### src/rtl/display_pkg.sv
// Shared segment codes, anode constants and types for the 4-digit scan controller.
package display_pkg;

    localparam logic [6:0] SEG_0     = 7'h40;
    localparam logic [6:0] SEG_1     = 7'h79;
    localparam logic [6:0] SEG_2     = 7'h24;
    localparam logic [6:0] SEG_3     = 7'h30;
    localparam logic [6:0] SEG_4     = 7'h19;
    localparam logic [6:0] SEG_5     = 7'h12;
    localparam logic [6:0] SEG_6     = 7'h02;
    localparam logic [6:0] SEG_7     = 7'h78;
    localparam logic [6:0] SEG_8     = 7'h00;
    localparam logic [6:0] SEG_9     = 7'h10;
    localparam logic [6:0] SEG_ERR   = 7'h06;
    localparam logic [6:0] SEG_BLANK = 7'h7F;
    localparam logic [3:0] AN_OFF    = 4'hF;

    typedef enum logic [0:0] {
        S_BLANK = 1'b0,
        S_DRIVE = 1'b1
    } state_t;

    typedef struct packed {
        logic [3:0] milh;
        logic [3:0] cent;
        logic [3:0] dec;
        logic [3:0] un;
        logic [3:0] dp_en;
    } digits_t;

endpackage

### src/rtl/bcd_to_seg7.sv
// Combinational BCD to active-low 7-segment decoder; non-BCD codes show "E".
module bcd_to_seg7
    import display_pkg::*;
(
    input  logic [3:0] bcd_i,
    output logic [6:0] seg_o
);

    always_comb begin
        case (bcd_i)
            4'd0:    seg_o = SEG_0;
            4'd1:    seg_o = SEG_1;
            4'd2:    seg_o = SEG_2;
            4'd3:    seg_o = SEG_3;
            4'd4:    seg_o = SEG_4;
            4'd5:    seg_o = SEG_5;
            4'd6:    seg_o = SEG_6;
            4'd7:    seg_o = SEG_7;
            4'd8:    seg_o = SEG_8;
            4'd9:    seg_o = SEG_9;
            default: seg_o = SEG_ERR;
        endcase
    end

endmodule

### src/rtl/display_scan_ctrl.sv
// Time-multiplexed scan of four latched BCD digits onto one common-anode segment bus.
module display_scan_ctrl
    import display_pkg::*;
#(
    parameter int PRESCALE = 50000,
    parameter int DEAD     = 500
)
(
    input  logic       clk,
    input  logic       rst_n,
    input  logic [3:0] un,
    input  logic [3:0] dec,
    input  logic [3:0] cent,
    input  logic [3:0] milh,
    input  logic       load,
    input  logic       blank_lz,
    input  logic [3:0] dp_en,
    output logic [3:0] an,
    output logic [6:0] seg,
    output logic       dp,
    output logic       frame_tick
);

    localparam int CW = $clog2(PRESCALE);
    localparam logic [CW-1:0] CNT_LAST      = CW'(PRESCALE - 1);
    localparam logic [CW-1:0] CNT_DEAD_LAST = CW'(DEAD - 1);

    digits_t       latch_q;
    logic [CW-1:0] cnt_q, cnt_d;
    logic [1:0]    idx_q, idx_d;
    state_t        state_q, state_d;

    logic [3:0]    an_q, an_d;
    logic [6:0]    seg_q, seg_d;
    logic          dp_q, dp_d;
    logic          tick_q, tick_d;

    logic [3:0]    digit;
    logic          lz_blank;
    logic [6:0]    seg_dec;

    // Slot timing: dead-time blank first, then drive until the wrap.
    always_comb begin
        cnt_d   = cnt_q;
        idx_d   = idx_q;
        state_d = state_q;
        if (cnt_q == CNT_LAST) begin
            cnt_d   = '0;
            idx_d   = idx_q + 2'd1;
            state_d = S_BLANK;
        end else begin
            cnt_d = cnt_q + 1'b1;
            if (cnt_q == CNT_DEAD_LAST) begin
                state_d = S_DRIVE;
            end
        end
    end

    // A higher digit is blanked only when it and every digit above it are zero.
    always_comb begin
        digit    = latch_q.un;
        lz_blank = 1'b0;
        case (idx_q)
            2'd0: digit = latch_q.un;
            2'd1: begin
                digit    = latch_q.dec;
                lz_blank = blank_lz && (latch_q.milh == 4'd0) && (latch_q.cent == 4'd0)
                           && (latch_q.dec == 4'd0);
            end
            2'd2: begin
                digit    = latch_q.cent;
                lz_blank = blank_lz && (latch_q.milh == 4'd0) && (latch_q.cent == 4'd0);
            end
            default: begin
                digit    = latch_q.milh;
                lz_blank = blank_lz && (latch_q.milh == 4'd0);
            end
        endcase
    end

    bcd_to_seg7 u_dec (
        .bcd_i (digit),
        .seg_o (seg_dec)
    );

    always_comb begin
        an_d   = AN_OFF;
        seg_d  = SEG_BLANK;
        dp_d   = 1'b1;
        if ((state_q == S_DRIVE) && !lz_blank) begin
            an_d  = ~(4'b0001 << idx_q);
            seg_d = seg_dec;
            dp_d  = ~latch_q.dp_en[idx_q];
        end
        tick_d = (idx_q == 2'd3) && (cnt_q == CNT_LAST);
    end

    always_ff @(posedge clk) begin
        if (!rst_n) begin
            latch_q <= '0;
            cnt_q   <= '0;
            idx_q   <= 2'd0;
            state_q <= S_BLANK;
            an_q    <= AN_OFF;
            seg_q   <= SEG_BLANK;
            dp_q    <= 1'b1;
            tick_q  <= 1'b0;
        end else begin
            if (load) begin
                latch_q <= '{milh: milh, cent: cent, dec: dec, un: un, dp_en: dp_en};
            end
            cnt_q   <= cnt_d;
            idx_q   <= idx_d;
            state_q <= state_d;
            an_q    <= an_d;
            seg_q   <= seg_d;
            dp_q    <= dp_d;
            tick_q  <= tick_d;
        end
    end

    assign an         = an_q;
    assign seg        = seg_q;
    assign dp         = dp_q;
    assign frame_tick = tick_q;

endmodule

### config.mk
export PLATFORM = sky130hd
export DESIGN_NAME = display_scan_ctrl
export DESIGN_NICKNAME = d
export VERILOG_FILES = /design/src/rtl/display_pkg.sv /design/src/rtl/bcd_to_seg7.sv /design/src/rtl/display_scan_ctrl.sv
export SDC_FILE = /design/constraint.sdc
export NUM_CORES = 1
export LEC_CHECK = 0
export CORE_MARGIN = 5
export CORE_UTILIZATION = 50
export CTS_BUF_LIST = sky130_fd_sc_hd__clkbuf_4
export DETAILED_ROUTE_END_ITERATION = 10
export PLACE_DENSITY = 0.85
export SLEW_MARGIN = 15
export SYNTH_ARGS = -nofsm -noshare
export SYNTH_HDL_FRONTEND = slang
export SYNTH_SLANG_ARGS = --single-unit
### constraint.sdc
create_clock -name clk -period 1.9 [get_ports clk]
set_input_delay 0.19 -clock clk [delete_from_list [all_inputs] [get_ports clk]]
set_output_delay 0.19 -clock clk [all_outputs]
set_load 0.02 [all_outputs]
; ---- After elaboration in Yosys (flattened, before gate mapping)
; Memory sizes are Yosys's and may differ from the RTL's. A register that Yosys moved wholly into a read port is not among the register bits.
; Cells that the tools add are included.
[op_classes]
shift = 1
mux = 4
order_cmp = 1
bitwise_logic = 3
reduce_logical = 13
div = 0
multipliers = 0
eq_ne = 5
n_addsub = 2
[op_table]
columns = operator, n
row1 = adder 16 x 1 -> 16 bit (second input constant), 1
row2 = equality test 16 bit (second input constant), 1
row3 = equality test 16 x 9 -> 1 bit (second input constant), 1
row4 = zero test 4 bit, 3
row5 = case mux 4 bit (3 select lines), 1
row6 = logical AND 1 bit, 5
row7 = equality test 2 bit (second input constant), 2
row8 = NOT 4 bit, 1
row9 = left shift 1 x 2 -> 4 bit (first input constant), 1
row10 = < comparator 2 x 3 -> 1 bit (second input constant), 1
row11 = case mux 1 bit (3 select lines), 1
row12 = adder 2 x 1 -> 2 bit (second input constant), 1
row13 = binary-select mux 1 bit (select 2 bit), 1
row14 = equality test 2 x 1 -> 1 bit (second input constant), 1
row15 = zero test 1 bit, 2
row16 = zero test 2 bit, 1
row17 = NOT 1 bit, 2
row18 = AND reduction 2 bit, 1
row19 = OR reduction 2 bit, 1
row20 = 2-to-1 mux 1 bit, 1
[word_totals]
romBits = 112
ff_bits = 45
mem_bits_rw = 0
latchBits = 0
in_bits = 24
elab_cells = 41
out_inout_bits = 13
n_memories = 1
[memory_table]
columns = memory, depth, word_bits, rd, rd_clocked_by_memory_dff, wr, line_no
row1 = (no name shown), 16, 7, 1, 1, 0, bcd_to_seg7.sv:10  ; case (bcd_i)

; ---- Depth between registers and ports, before layout
[logic_depth]
ltp_word = 9
mapped_depth = 8
ltp_nobuf = 8

; ---- Cells and area by module
; From an unflattened synthesis, not the netlist that was laid out.
[hier_totals]
cells_unflattened = 239
area_unflattened_um2 = 2384.8
[modules_own_cells]
columns = module, cells_each, area_per_inst_um2, seq_area_each_um2, n_inst
row1 = display_scan_ctrl, 212, 2193.4, 1041.0, 1
row2 = bcd_to_seg7, 27, 191.4, 0.0, 1

; ---- Least setup slack after synthesis
; No wires, ideal clock.
[synth_path]
path_type = flip-flop to flip-flop
startpoint = register idx_q[0]
endpoint = register seg_q[1], in the netlist seg[1]
t_arrival_ns = 1.919
setup_ns = 0.074
synth_period_minus_slack_ns = 1.994
required_ns = 1.826
slack_ns = -0.094
path_stages_with_launch = 8
n_path_buf = 1
path_cell_list = dfxtp_1 ha_1 clkbuf_1 mux2i_1 inv_1 ha_1 nor2b_1 o21ai_0
[synth_between]
elab_chain_cells = 6
elab_cells_between_ends = 9
cone_classes = 2 x eq/ne / 2 x mux / 5 x reduce/logical
[synth_lines]
columns = item, line_no
row1 = from (decl), display_scan_ctrl.sv:30  ; logic [1:0] idx_q, idx_d;
row2 = from (signal assigned), display_scan_ctrl.sv:113  ; idx_q <= idx_d;
row3 = equality test 2 bit (tied with other cells), display_scan_ctrl.sv:63  ; case (idx_q)
row4 = case mux 1 bit (3 select lines), display_scan_ctrl.sv:63
row5 = zero test 1 bit, display_scan_ctrl.sv:90  ; if ((state_q == S_DRIVE) && !lz_blank) begin
row6 = logical AND 1 bit, display_scan_ctrl.sv:90
row7 = AND reduction 2 bit (no source line), n/a
row8 = zero test 1 bit (no source line), n/a
row9 = to (decl), display_scan_ctrl.sv:34  ; logic [6:0] seg_q, seg_d;
; Parallel ways exist; a longest one is shown, timed or not.
; A chain may end at the register's enable or synchronous reset.

; ---- Worst setup path after layout
[layout_path]
startpoint = register idx_q[0]
endpoint = register seg_q[4], in the netlist seg[4]
; Same word-level chain as after synthesis.

==> results.sh <==
export IMPL_rsz0062_at_grt="true"
export IMPL_synth_area_um2=2340
export IMPL_ys_warn_count=0
export IMPL_slew_headroom_pct=64.3
export IMPL_synthCells=228
export IMPL_tightest_slew_ns=0.536
export IMPL_yosysMostFrequentCell="dfxtp_1"
export IMPL_die_y_um=78.4
export IMPL_cts_buffer_depth=2
export IMPL_max_freq_ghz=0.495
export IMPL_reg2reg_from="idx_q[0]"
export IMPL_min_to="latch_q[18]"
export IMPL_coreArea_um2=4440
export IMPL_hold_start="milh[2]"
export IMPL_routed_wl_um=5390
export IMPL_die_w_um=78.4
export IMPL_period_share_pct=106
export IMPL_power_total_mw=1.87
export IMPL_cp_start_kind="flip-flop"
export IMPL_layout_drive_gt1_share_pct=20.5
export IMPL_first_pass_iters=4
export IMPL_cts_tree="built"
export IMPL_max_cap_violations=0
export IMPL_gp_congestion=0.881
export IMPL_wl_per_cell_um=16.1
export IMPL_design_area_um2=3040
export IMPL_grt_pass1_wl_um=7870
export IMPL_yosys_top_cells_count="dfxtp_1, mux2i_1, nor2b_1"
export IMPL_drcViolationCount=0
export IMPL_hold_buffers=0
export IMPL_synth_fp_nets=263
export IMPL_clk_latency_ns=0.37
export IMPL_hold_path_class="primary input to flip-flop"
export IMPL_ys_async_sr_fraction_pct=0
export IMPL_ff2ff_path_depth=8
export IMPL_synth_top_cell_by_area="dfxtp_1"
export IMPL_syn_area_per_cell_um2=10.3
export IMPL_critPathKind="flip-flop to flip-flop"
export IMPL_yosysTopAreaCellShare_pct=44.5
export IMPL_yosysSeqAreaShare_pct=44.5
export IMPL_utilization_pct=68.5
export IMPL_via_per_inst=5.53
export IMPL_drv_slew=0
export IMPL_hold_depth=3
export IMPL_yosys_top_cells_area="dfxtp_1, mux2i_1, ha_1"
export IMPL_critPathRequiredTime_ns=2.13
export IMPL_path_cells="inv_2 > ha_4 > a222oi_1 > mux2i_4 > inv_2 > ha_2 > nand2b_1 > o221ai_1"
export IMPL_cts_sinks=52
export IMPL_grt_max_degree=26
export IMPL_worstPathArrival_ns=2.25
export IMPL_top_usage_layer="met2"
export IMPL_ant_nets=0
export IMPL_setup_violations=7
export IMPL_fin_nets=317
export IMPL_vias=1851
export IMPL_worst_path_buf_inv=2
export IMPL_reg2reg_to="seg[4]"
export IMPL_area_growth_pct=30.0
export IMPL_drtIter0Drc=162
export IMPL_num_io_pins=37
export IMPL_synth_flop_cell="dfxtp_1"
export IMPL_end_kind="flip-flop"
export IMPL_use_met1_pct=21.0
export IMPL_synth_edf_count=0
export IMPL_vdd_drop_max_v=0.000377
export IMPL_numCtsBuffers=5
export IMPL_cts_htree_levels=2
export IMPL_violations="setup timing"
export IMPL_antenna_found_initial=0
export IMPL_power_density_cell_area_nw_per_um2=613
export IMPL_critPathMaxFanout=4
export IMPL_slowest_delay_ns=0.51
export IMPL_grt_pass1_vias=1694
export IMPL_dpl_hpwl_um=3450
export IMPL_grt_total_usage_pct=15.9
export IMPL_dpl_worst_slack_ns=-0.0272
export IMPL_finalWorstSetupSlack_ns=-0.119
export IMPL_die_area_um2=6150
export IMPL_ys_seq_elements=52
export IMPL_r2r_setup_slack_ns=-0.12
export IMPL_clkTransAtPathRegs_ns=0.14
export IMPL_start_util_pct=52.7
export IMPL_leakagePower_nw=1.17
export IMPL_gr_total_overflow=0
export IMPL_fill_cells=336
export IMPL_ys_types=40
export IMPL_status="finished with violations"
export IMPL_io_buffer_count=36
export IMPL_cp_common_cell="inv_2"
export IMPL_root_buffer="clkbuf_4"
export IMPL_slowest_stage="a222oi_1"
export IMPL_antennaDiodeCount=0
export IMPL_use_met3_pct=3.43
export IMPL_fin_crit_ns=2.02
export IMPL_hold_viol_final=0
export IMPL_grtUsageMet2_pct=25.7
export IMPL_clock_skew_ns=0.00871
export IMPL_place_area_um2=2830
export IMPL_critPathTopFamily="compound AO/OA/AOI/OAI gates"
export IMPL_rows=24
worst min-delay path, stage by stage:
cell and delay [ns]:
clkdlybuf4s50_1 0.40, mux2i_1 0.13, nor2b_1 0.05
metal layers:
metal / up-vias / wire, um
li1: 909 / -
met1: 875 / 2320
met2: 56 / 2600
met3: 11 / 317
met4: 0 / 146
met5: - / 0
sequential cells by signal, indices dropped and copies added, names as in the netlist:
| signal | flops |
|---|---|
| idx_q | 2 |
| seg | 7 |
| an | 4 |
| cnt_q | 16 |
| latch_q | 20 |
| dp | 1 |
| frame_tick | 1 |
| state_q | 1 |
cell usage in the layout, fill, tap and decap left out, types with 3 or more instances in the layout:
cell,Yosys,layout
clkdlybuf4s50_1,0,36
ha_4,0,5
and4_1,3,3
nand2_1,10,10
nor4_1,3,3
buf_4,0,18
ha_2,0,4
nand3_1,5,5
a222oi_1,4,4
mux2i_1,28,24
o31ai_1,3,3
inv_1,10,6
xor2_1,10,10
nor2b_1,22,22
nor2_1,12,12
or4_1,4,4
clkbuf_4,0,7
and2_1,5,4
dfxtp_1,52,50
a21oi_1,6,6
nand4_1,4,4
o21ai_1,0,3
inv_2,0,3
worst max path at each step:
stage                     startpoint     end  slack, ns  depth (start not counted)
final                       idx_q[0]  seg[4]      -0.12                          8
after global routing        idx_q[1]  seg[4]      -0.22                          8
after CTS                   idx_q[0]  seg[0]      0.002                          6
after detailed placement    idx_q[1]  seg[3]      -0.03                          8
after global placement      idx_q[1]  seg[1]       0.04                          8
after floorplan             idx_q[1]  seg[1]       0.03                          8
logic make-up (layout without fill, tap and decap cells):
family | after synthesis | in the layout | share of synthesized area [%]
fa+ha+maj | 11 | 11 | 5.88
flops | 52 | 52 | 44.5
compound gates | 23 | 23 | 6.68
xor+xnor | 12 | 12 | 4.49
simple gates | 81 | 81 | 21.0
mux | 30 | 30 | 13.4
buf+inv | 19 | 74 | 4.12
timing repair:
| action | in CTS | in global routing |
|---|---|---|
| endpoints found under the setup margin | 6 | 7 |
| buffers inserted | 2 | 3 |
| gates cloned | 0 | 0 |
| pin swaps | 1 | 10 |
| resized for setup | 3 | 31 |
power by group:
part / total, mW / internal, mW / switching [mW]
Clock: 0.497 / 0.172 / 0.325
Sequential: 1.15 / 1.12 / 0.0276
Combinational: 0.221 / 0.126 / 0.0952
Total: 1.87 / 1.42 / 0.448
stage by stage:
| step | std cells | hold slack, ns | TNS, ns |
|---|---|---|---|
| after floorplan | 228 | 0.318 | 0 |
| after global placement | 322 | 0.449 | 0 |
| after detailed placement | 322 | 0.460 | -0.0655 |
| after CTS | 332 | 0.412 | 0 |
| after global routing | 335 | 0.420 | -1.10 |
| final | 335 | 0.429 | -0.367 |
cell type report:
type	instances	area, um^2	share of cell area (%)
sequential	52	1050	34.4
clock buffer	7	52.6	1.73
clock inverter	1	3.75	0.123
tap	52	65.1	2.14
timing repair buffer	56	518	17.0
inverter	10	40.0	1.32
multi-input combinational	157	1320	43.3
No activity file was read; power rests on OpenSTA's default activity.
